### src/rtl/ttt_neuron_bank_if.sv
// ttt_neuron_bank_if: valid/ready event channel carrying a neuron index and a
// token sign. Used for both the token input and the spike output of the bank.
interface ttt_neuron_bank_if #(
    parameter int ID_W = 2
) ();
    logic            valid;
    logic            ready;
    logic [ID_W-1:0] id;
    logic            neg;

    modport master (output valid, output id, output neg, input ready);
    modport slave  (input valid, input id, input neg, output ready);
endinterface

### src/rtl/ttt_neuron_bank.sv
// ttt_neuron_bank: bank of token-counting neurons. Between tocks, +/-1 token
// events move per-neuron saturating signed counters. A tock starts a scan that
// evaluates one neuron per cycle and emits a spike for each neuron whose count
// has reached its (non-zero) threshold, then resets or reduces that counter.
module ttt_neuron_bank #(
    parameter int NUM_NEURONS    = 4,
    parameter int COUNT_W        = 8,
    parameter int ID_W           = $clog2(NUM_NEURONS),
    parameter int RESET_MODE     = 0,
    parameter int DEFAULT_THRESH = 4
) (
    input  logic               clk,
    input  logic               rst,
    ttt_neuron_bank_if.slave   i_evt,
    ttt_neuron_bank_if.master  o_spk,
    input  logic               i_tock,
    input  logic               i_cfg_we,
    input  logic [ID_W-1:0]    i_cfg_id,
    input  logic [COUNT_W-2:0] i_cfg_thresh,
    output logic               o_scan_done,
    output logic               o_overrun
);

    typedef enum logic [1:0] {S_IDLE, S_SCAN, S_EMIT} state_t;

    localparam logic [ID_W:0]             NUM_EXT  = (ID_W + 1)'(NUM_NEURONS);
    localparam logic [ID_W-1:0]           LAST_IDX = ID_W'(NUM_NEURONS - 1);
    localparam logic signed [COUNT_W-1:0] CNT_MAX  = {1'b0, {(COUNT_W - 1){1'b1}}};
    localparam logic signed [COUNT_W-1:0] CNT_MIN  = {1'b1, {(COUNT_W - 1){1'b0}}};
    localparam logic [COUNT_W-2:0]        THR_RST  = (COUNT_W - 1)'(DEFAULT_THRESH);

    state_t                     r_state;
    state_t                     w_state_nxt;
    logic [ID_W-1:0]            r_idx;
    logic [ID_W-1:0]            w_idx_nxt;
    logic                       r_scan_done;
    logic                       w_scan_done_nxt;
    logic                       r_overrun;
    logic signed [COUNT_W-1:0]  r_count  [NUM_NEURONS];
    logic [COUNT_W-2:0]         r_thresh [NUM_NEURONS];

    logic                       w_evt_hit;
    logic                       w_cfg_hit;
    logic                       w_handshake;
    logic                       w_last;
    logic                       w_fire;
    logic signed [COUNT_W-1:0]  w_thr_ext;

    // Out-of-range ids are accepted (ready stays high) but never touch state.
    assign w_evt_hit   = i_evt.valid && (r_state == S_IDLE) && ({1'b0, i_evt.id} < NUM_EXT);
    assign w_cfg_hit   = i_cfg_we && ({1'b0, i_cfg_id} < NUM_EXT);
    assign w_handshake = (r_state == S_EMIT) && o_spk.ready;
    assign w_last      = (r_idx == LAST_IDX);

    // Threshold is unsigned; zero-extend so the compare against the count is signed.
    assign w_thr_ext   = {1'b0, r_thresh[r_idx]};
    assign w_fire      = (r_thresh[r_idx] != '0) && (r_count[r_idx] >= w_thr_ext);

    assign i_evt.ready = (r_state == S_IDLE);
    assign o_spk.valid = (r_state == S_EMIT);
    assign o_spk.id    = r_idx;
    assign o_spk.neg   = 1'b0;
    assign o_scan_done = r_scan_done;
    assign o_overrun   = r_overrun;

    // Next-state and scan-index selection for the IDLE/SCAN/EMIT sequencer.
    always_comb begin
        // NOTE: every output of this block gets a default first, so no path can infer a latch.
        w_state_nxt     = r_state;
        w_idx_nxt       = r_idx;
        w_scan_done_nxt = 1'b0;
        case (r_state)
            S_IDLE: begin
                if (i_tock) begin
                    w_state_nxt = S_SCAN;
                    w_idx_nxt   = '0;
                end
            end
            S_SCAN: begin
                if (w_fire) begin
                    w_state_nxt = S_EMIT;
                end else if (w_last) begin
                    w_state_nxt     = S_IDLE;
                    w_idx_nxt       = '0;
                    w_scan_done_nxt = 1'b1;
                end else begin
                    w_idx_nxt = r_idx + 1'b1;
                end
            end
            S_EMIT: begin
                if (o_spk.ready) begin
                    if (w_last) begin
                        w_state_nxt     = S_IDLE;
                        w_idx_nxt       = '0;
                        w_scan_done_nxt = 1'b1;
                    end else begin
                        w_state_nxt = S_SCAN;
                        w_idx_nxt   = r_idx + 1'b1;
                    end
                end
            end
            default: begin
                w_state_nxt = S_IDLE;
                w_idx_nxt   = '0;
            end
        endcase
    end

    // Sequencer state, scan index and the one-cycle scan_done pulse.
    always_ff @(posedge clk) begin
        // NOTE: sequential state uses non-blocking assignment so every flop samples pre-edge values.
        if (rst) begin
            r_state     <= S_IDLE;
            r_idx       <= '0;
            r_scan_done <= 1'b0;
        end else begin
            r_state     <= w_state_nxt;
            r_idx       <= w_idx_nxt;
            r_scan_done <= w_scan_done_nxt;
        end
    end

    // Sticky overrun: a tock that arrives while a scan is still running.
    always_ff @(posedge clk) begin
        if (rst) begin
            r_overrun <= 1'b0;
        end else if (i_tock && (r_state != S_IDLE)) begin
            r_overrun <= 1'b1;
        end
    end

    // Per-neuron counters and thresholds: token updates, post-fire reset, config writes.
    always_ff @(posedge clk) begin
        if (rst) begin
            // NOTE: these arrays are flops, not RAM, and must come out of reset defined, so every entry is reset.
            for (int i = 0; i < NUM_NEURONS; i++) begin
                r_count[i]  <= '0;
                r_thresh[i] <= THR_RST;
            end
        end else begin
            if (w_evt_hit) begin
                if (!i_evt.neg && (r_count[i_evt.id] != CNT_MAX)) begin
                    r_count[i_evt.id] <= r_count[i_evt.id] + COUNT_W'(1);
                end else if (i_evt.neg && (r_count[i_evt.id] != CNT_MIN)) begin
                    r_count[i_evt.id] <= r_count[i_evt.id] - COUNT_W'(1);
                end
            end
            // Firing implies count >= threshold > 0, so the subtraction cannot underflow.
            if (w_handshake) begin
                if (RESET_MODE == 0) begin
                    r_count[r_idx] <= '0;
                end else begin
                    r_count[r_idx] <= r_count[r_idx] - w_thr_ext;
                end
            end
            if (w_cfg_hit) begin
                r_thresh[i_cfg_id] <= i_cfg_thresh;
            end
        end
    end

endmodule

### src/flat_wrapper.sv
// flat-port wrapper written by rule: the top's interface ports become plain ports
module ttt_neuron_bank_flat 
#(
    parameter int NUM_NEURONS    = 4,
    parameter int COUNT_W        = 8,
    parameter int ID_W           = $clog2(NUM_NEURONS),
    parameter int RESET_MODE     = 0,
    parameter int DEFAULT_THRESH = 4
)
  (clk, rst, i_tock, i_cfg_we, i_cfg_id, i_cfg_thresh, o_scan_done, o_overrun, i_evt_valid, i_evt_id, i_evt_neg, i_evt_ready, o_spk_valid, o_spk_id, o_spk_neg, o_spk_ready);
  ttt_neuron_bank_if #(.ID_W(ID_W)) i_evt_i ();
  ttt_neuron_bank_if #(.ID_W(ID_W)) o_spk_i ();
  input  logic clk;
  input  logic rst;
  input  logic i_tock;
  input  logic i_cfg_we;
  input  logic [ID_W-1:0] i_cfg_id;
  input  logic [COUNT_W-2:0] i_cfg_thresh;
  output logic o_scan_done;
  output logic o_overrun;
  input wire logic [$bits(i_evt_i.valid)-1:0] i_evt_valid;
  input wire logic [$bits(i_evt_i.id)-1:0] i_evt_id;
  input wire logic [$bits(i_evt_i.neg)-1:0] i_evt_neg;
  output wire logic [$bits(i_evt_i.ready)-1:0] i_evt_ready;
  output wire logic [$bits(o_spk_i.valid)-1:0] o_spk_valid;
  output wire logic [$bits(o_spk_i.id)-1:0] o_spk_id;
  output wire logic [$bits(o_spk_i.neg)-1:0] o_spk_neg;
  input wire logic [$bits(o_spk_i.ready)-1:0] o_spk_ready;
  assign i_evt_i.valid = i_evt_valid;
  assign i_evt_i.id = i_evt_id;
  assign i_evt_i.neg = i_evt_neg;
  assign i_evt_ready = i_evt_i.ready;
  assign o_spk_valid = o_spk_i.valid;
  assign o_spk_id = o_spk_i.id;
  assign o_spk_neg = o_spk_i.neg;
  assign o_spk_i.ready = o_spk_ready;
  ttt_neuron_bank #(.NUM_NEURONS(NUM_NEURONS), .COUNT_W(COUNT_W), .ID_W(ID_W), .RESET_MODE(RESET_MODE), .DEFAULT_THRESH(DEFAULT_THRESH)) u_core (.clk(clk), .rst(rst), .i_evt(i_evt_i), .o_spk(o_spk_i), .i_tock(i_tock), .i_cfg_we(i_cfg_we), .i_cfg_id(i_cfg_id), .i_cfg_thresh(i_cfg_thresh), .o_scan_done(o_scan_done), .o_overrun(o_overrun));
endmodule
### config.mk
export PLATFORM = sky130hd
export DESIGN_NAME = ttt_neuron_bank_flat
export DESIGN_NICKNAME = d
export VERILOG_FILES = /design/src/rtl/ttt_neuron_bank_if.sv /design/src/rtl/ttt_neuron_bank.sv /design/src/flat_wrapper.sv
export SDC_FILE = /design/constraint.sdc
export NUM_CORES = 1
export LEC_CHECK = 0
export ABC_AREA = 0
export CAP_MARGIN = 20
export CORE_MARGIN = 1.5
export CORE_UTILIZATION = 35
export DETAILED_ROUTE_END_ITERATION = 10
export PLACE_DENSITY = 0.54
export SLEW_MARGIN = 0
export SYNTH_ARGS = -nofsm -noshare
export SYNTH_HDL_FRONTEND = slang
export SYNTH_SLANG_ARGS = --single-unit
### constraint.sdc
create_clock -name clk -period 9 [get_ports clk]
set_input_delay 2.25 -clock clk [delete_from_list [all_inputs] [get_ports clk]]
set_output_delay 2.25 -clock clk [all_outputs]
set_load 0.1 [all_outputs]
# Yosys cells after proc, flatten, opt, wreduce, memory -nomap -nowiden
# Memories as Yosys holds them, arrays and structs flattened. A register that Yosys moved wholly into a read port is not among the register bits.
# Index checks and enable logic that the tools add are counted.
[classes]
addsub = 3
magnitude_cmp = 1
n_eq_ne = 9
mux = 46
n_bitwise = 1
reduce_logical = 15
[ops]
columns = ["op", "n"]
rows = [
  ["$mux 2", 15],
  ["$mux 1", 24],
  ["$mux 8", 3],
  ["$ne 8x8->1 const B", 2],
  ["$reduce_or 8->1", 2],
  ["$pmux 2 s3", 2],
  ["$add 8x2->8 const B", 1],
  ["$ge 8x8->1", 1],
  ["$sub 8x2->8 const B", 1],
  ["$mux 7", 1],
  ["$reduce_bool 7->1", 1],
  ["$reduce_or 7->1", 1],
  ["$logic_and 1x1->1", 6],
  ["$reduce_and 3->1", 2],
  ["$eq 2x2->1 const B", 2],
  ["$ne 2x2->1 const B", 2],
  ["$ne 3x1->1 const B", 1],
  ["$add 2x1->2 const B", 1],
  ["$eq 2x1->1 const B", 1],
  ["$logic_not 2->1", 1],
  ["$ne 2x1->1 const B", 1],
  ["$pmux 1 s2", 1],
  ["$reduce_bool 2->1", 1],
  ["$logic_not 1->1", 1],
  ["$or 1x1->1", 1],
]
[word_totals]
reg_bits = 6
ramBits = 60
in_bits = 18
out_inout_bits = 7
elab_cells = 81
memories = 2
[mem_list]
columns = ["memory", "depth", "width", "read_ports", "rd_ports_with_merged_regs", "wr", "line_no", "rtl"]
rows = [
  ["u_core.r_count", 4, 8, 2, 1, 4, "ttt_neuron_bank.sv:39", "logic signed [COUNT_W-1:0] r_count [NUM_NEURONS];"],
  ["u_core.r_thresh", 4, 7, 1, 1, 4, "ttt_neuron_bank.sv:40", "logic [COUNT_W-2:0] r_thresh [NUM_NEURONS];"],
]

# Logic depth before layout (Yosys ltp)
# An unclocked memory read counts as a cell.
[depth]
word_depth = 12
depth_mapped = 13
depth_no_buf = 12

# Least setup slack after synthesis
# Ideal clock, no wire load.
[synth_timing]
path_kind = "input to register"
from = "in i_evt_id[0]"
to = "mem u_core.r_count[1][6] (data pin)"
setup_ns = 0.266
arrival_ns = 4.942
t_required_ns = 8.734
path_slack_ns = 3.792
cell_stages = 12
path_cell_list = "mux4_1 > buf_2 > nor4_1 > and4b_4 > nor2_1 > fa_1 > a21o_1 > a21oi_1 > o21bai_1 > a21oi_1 > xor2_1 > nor2_1"
[synth_rtl]
columns = ["item", "line_no", "rtl"]
rows = [
  ["from (decl)", "flat_wrapper.sv:22", "input wire logic [$bits(i_evt_i.id)-1:0] i_evt_id;"],
  ["to (decl)", "ttt_neuron_bank.sv:39", ""],
]

==> impl_metrics.json <==
{
  "status": "finished, final reports clean",
  "fmax_ghz": 0.159,
  "synth-seq-cells": 68,
  "clk_path_buf_depth": 2,
  "synth_cell_types": 55,
  "yosys_most_used_dff": "edfxtp_1",
  "worstSetupPathType": "in2reg",
  "utilization_pct": 41.5,
  "dr.pass1.iters": 4,
  "insertion_delay_ns": 0.35,
  "dieWidth_um": 108,
  "nFillCells": 979,
  "antenna_left": 0,
  "syn_inst": 293,
  "required_ns": 9.09,
  "period_share_pct": 69.7,
  "ys_top_cells_by_area": "edfxtp_1, mux4_2, ha_1",
  "rows": 37,
  "grt_pass1_vias": 2527,
  "cellLeakagePower_nw": 1.61,
  "fin_cells": 458,
  "ir_drop_mv": 0.126,
  "dp_cells": 442,
  "gr-usage-met3_pct": 3.09,
  "drv_cap": 0,
  "die_area_sq_um": 11600,
  "syn_to_final_growth_pct": 13.5,
  "place_congestion": 0.800,
  "crit_arrival_ns": 6.37,
  "clk_pin_slew_ns": 0.08,
  "final_nets": 354,
  "end_kind": "flop",
  "ios": 25,
  "rsz0062_at_grt": "false",
  "cp_slowest_cell": "clkdlybuf4s50_1",
  "dp_hpwl_um": 5770,
  "top_usage_layer": "met2",
  "vias_per_cell": 5.22,
  "root_buffer": "clkbuf_8",
  "yosysWarnings": 0,
  "syn_nets": 330,
  "period_minus_slack_ns": 6.27,
  "vias": 2392,
  "io_buffers": 23,
  "post-cts-setup-buffers": 0,
  "slew_headroom_pct": 34.3,
  "grtUsageMet2_pct": 26.3,
  "diodes": 0,
  "fin_area_sq_um": 4340,
  "critPathMaxFanout": 12,
  "syn-cell-area_sq_um": 3820,
  "drt-total-wl_um": 8400,
  "grt_pass1_wl_um": 13500,
  "start_util_pct": 36.5,
  "regArea_sq_um": 1960,
  "gr-total-overflow": 0,
  "wire_per_inst_um": 18.3,
  "drc": 0,
  "grtUsageMet1_pct": 20.4,
  "drt_iter0_markers": 141,
  "yosys.area.top_type_share_pct": 47.1,
  "track_usage_pct": 16.1,
  "synth_top_cell_by_area": "edfxtp_1",
  "multi_input_area_sq_um": 1720,
  "syn_avg_cell_area_sq_um": 13.1,
  "synth_seq_area_share_pct": 51.3,
  "cp_cell_sequence": "clkdlybuf4s50_1, mux4_1, nor4_1, and4b_4, nor2_1, fa_1, a21o_1, a21oi_1, o21bai_1, a21oi_1, xor2_1, nor2_1",
  "worst_pin_slew_ns": 0.978,
  "cts_tree": "done",
  "cts_max_level": 3,
  "synthArstFlopShare_pct": 0,
  "grt_max_degree": 21,
  "critPathLaunchType": "primary input",
  "slew_viol_final": 0,
  "antenna_found_initial": 0,
  "hp-class": "reg2reg",
  "coreArea_sq_um": 10500,
  "power.density_nw_per_um2": 209,
  "final_hold_viol_count": 0,
  "drive_gt1_share_pct": 15.5,
  "cts-hold-fix-buffers": 0,
  "setup-violations-final": 0,
  "die_h_um": 108,
  "cts_resized": 0,
  "worst_path_largest_cell_delay_ns": 0.95,
  "synth_edf_count": 60,
  "tns_ns": 0,
  "numCtsBuffers": 9,
  "dpl_cell_area_sq_um": 4160,
  "cts_sinks": 68,
  "skew_ns": 0.0125
}
[power breakdown]
part	total [W]	switching [W]	leakage, nW	internal (W)
clock	0.000236	0.000133	0.0829	0.000103
combinational	0.000273	0.000165	0.857	0.000109
sequential	0.000400	0.0000219	0.669	0.000378
[worst max-delay path: cells and delay by family]
family	cells	cell delay (ns)
adders and majority gates	1	0.43
AOI/OAI and AO/OA	4	0.68
xor gates and xnor gates	1	0.34
and+or+nand+nor	4	0.88
muxes	1	0.83
buffers and inverters	1	0.95
[registers in the layout, summed over array words and instances (netlist names), named ones only]
signal / flops
u_core.o_overrun: 1
u_core.r_thresh: 28
u_core.r_state: 2
u_core.o_spk.id: 2
u_core.r_count: 32
u_core.o_scan_done: 1
[cells by family after synthesis]
logic type / Yosys count / share of synthesized area (%)
fa+ha+maj: 19 / 6.41
buf+inv: 29 / 3.63
mux: 23 / 14.0
other cells: 1 / 0.0981
simple gates: 110 / 16.2
xor+xnor: 7 / 1.60
flops: 68 / 51.3
compound gates: 36 / 6.74
[placed cells by master (no fill, tap or decap), types with 7 or more instances in the layout]
cell             instances
nor2_1                  35
a21oi_1                 10
inv_1                   18
clkbuf_8                 9
nand2_1                  7
edfxtp_1                60
clkdlybuf4s50_1         23
nor2_2                   7
nand2b_1                 7
ha_1                    18
and2_1                  25
dfxtp_1                  8
mux4_2                  18
[synthesized netlist by cell type (all sizes together) (3+ instances only)]
master and number:
nor3 4, inv 18, or2 3, dfxtp 8, xnor2 4, nand2 7
nand2b 7, a21o 3, o21ai 4, ha 18, mux4 23, and2 25
buf 8, nor4 3, nor2 43, xor2 3, edfxtp 60, a21oi 10
clkbuf 3
[routing by layer]
| layer | wire length [um] | up-vias |
|---|---|---|
| met5 | 0 | - |
| met1 | 3900 | 1173 |
| met2 | 3960 | 56 |
| li1 | - | 1150 |
| met3 | 326 | 13 |
| met4 | 217 | 0 |
[worst paths after layout]
| path | to | startpoint | slack, ns | depth (start not counted) |
|---|---|---|---|---|
| hold reg to reg | u_core.o_overrun$_SDFFE_PP0P_ | u_core.o_overrun$_SDFFE_PP0P_ | 0.48 | 2 |
| setup reg to reg | u_core.r_count[2][6]$_SDFFCE_PN0P_ | u_core.r_count[1][0]$_SDFFCE_PN0P_ | 5.30 | 11 |
| setup / recovery | u_core.r_count[2][6]$_SDFFCE_PN0P_ | i_evt_id[0] | 2.73 | 12 |
| hold / removal | u_core.o_overrun$_SDFFE_PP0P_ | u_core.o_overrun$_SDFFE_PP0P_ | 0.48 | 2 |
[cell type report]
cell class	instances	area share, %
inverter	18	1.56
clock buffer	9	2.85
timing repair buffer	24	5.48
sequential	68	45.2
clock inverter	7	1.33
tap	136	3.92
multi-input combinational	196	39.7
[through the flow]
step | hold WS, ns | setup WS [ns] | power [W]
2_1_floorplan | 0.481 | 3.79 | 0.000611
3_3_place_gp | 0.457 | 2.46 | 0.000680
3_5_place_dp | 0.467 | 2.36 | 0.000682
4_1_cts | 0.485 | 2.74 | 0.000918
5_1_grt | 0.529 | 2.43 | 0.000963
6_report | 0.482 | 2.73 | 0.000909
Note: power is estimated with default switching activity, not from simulation.
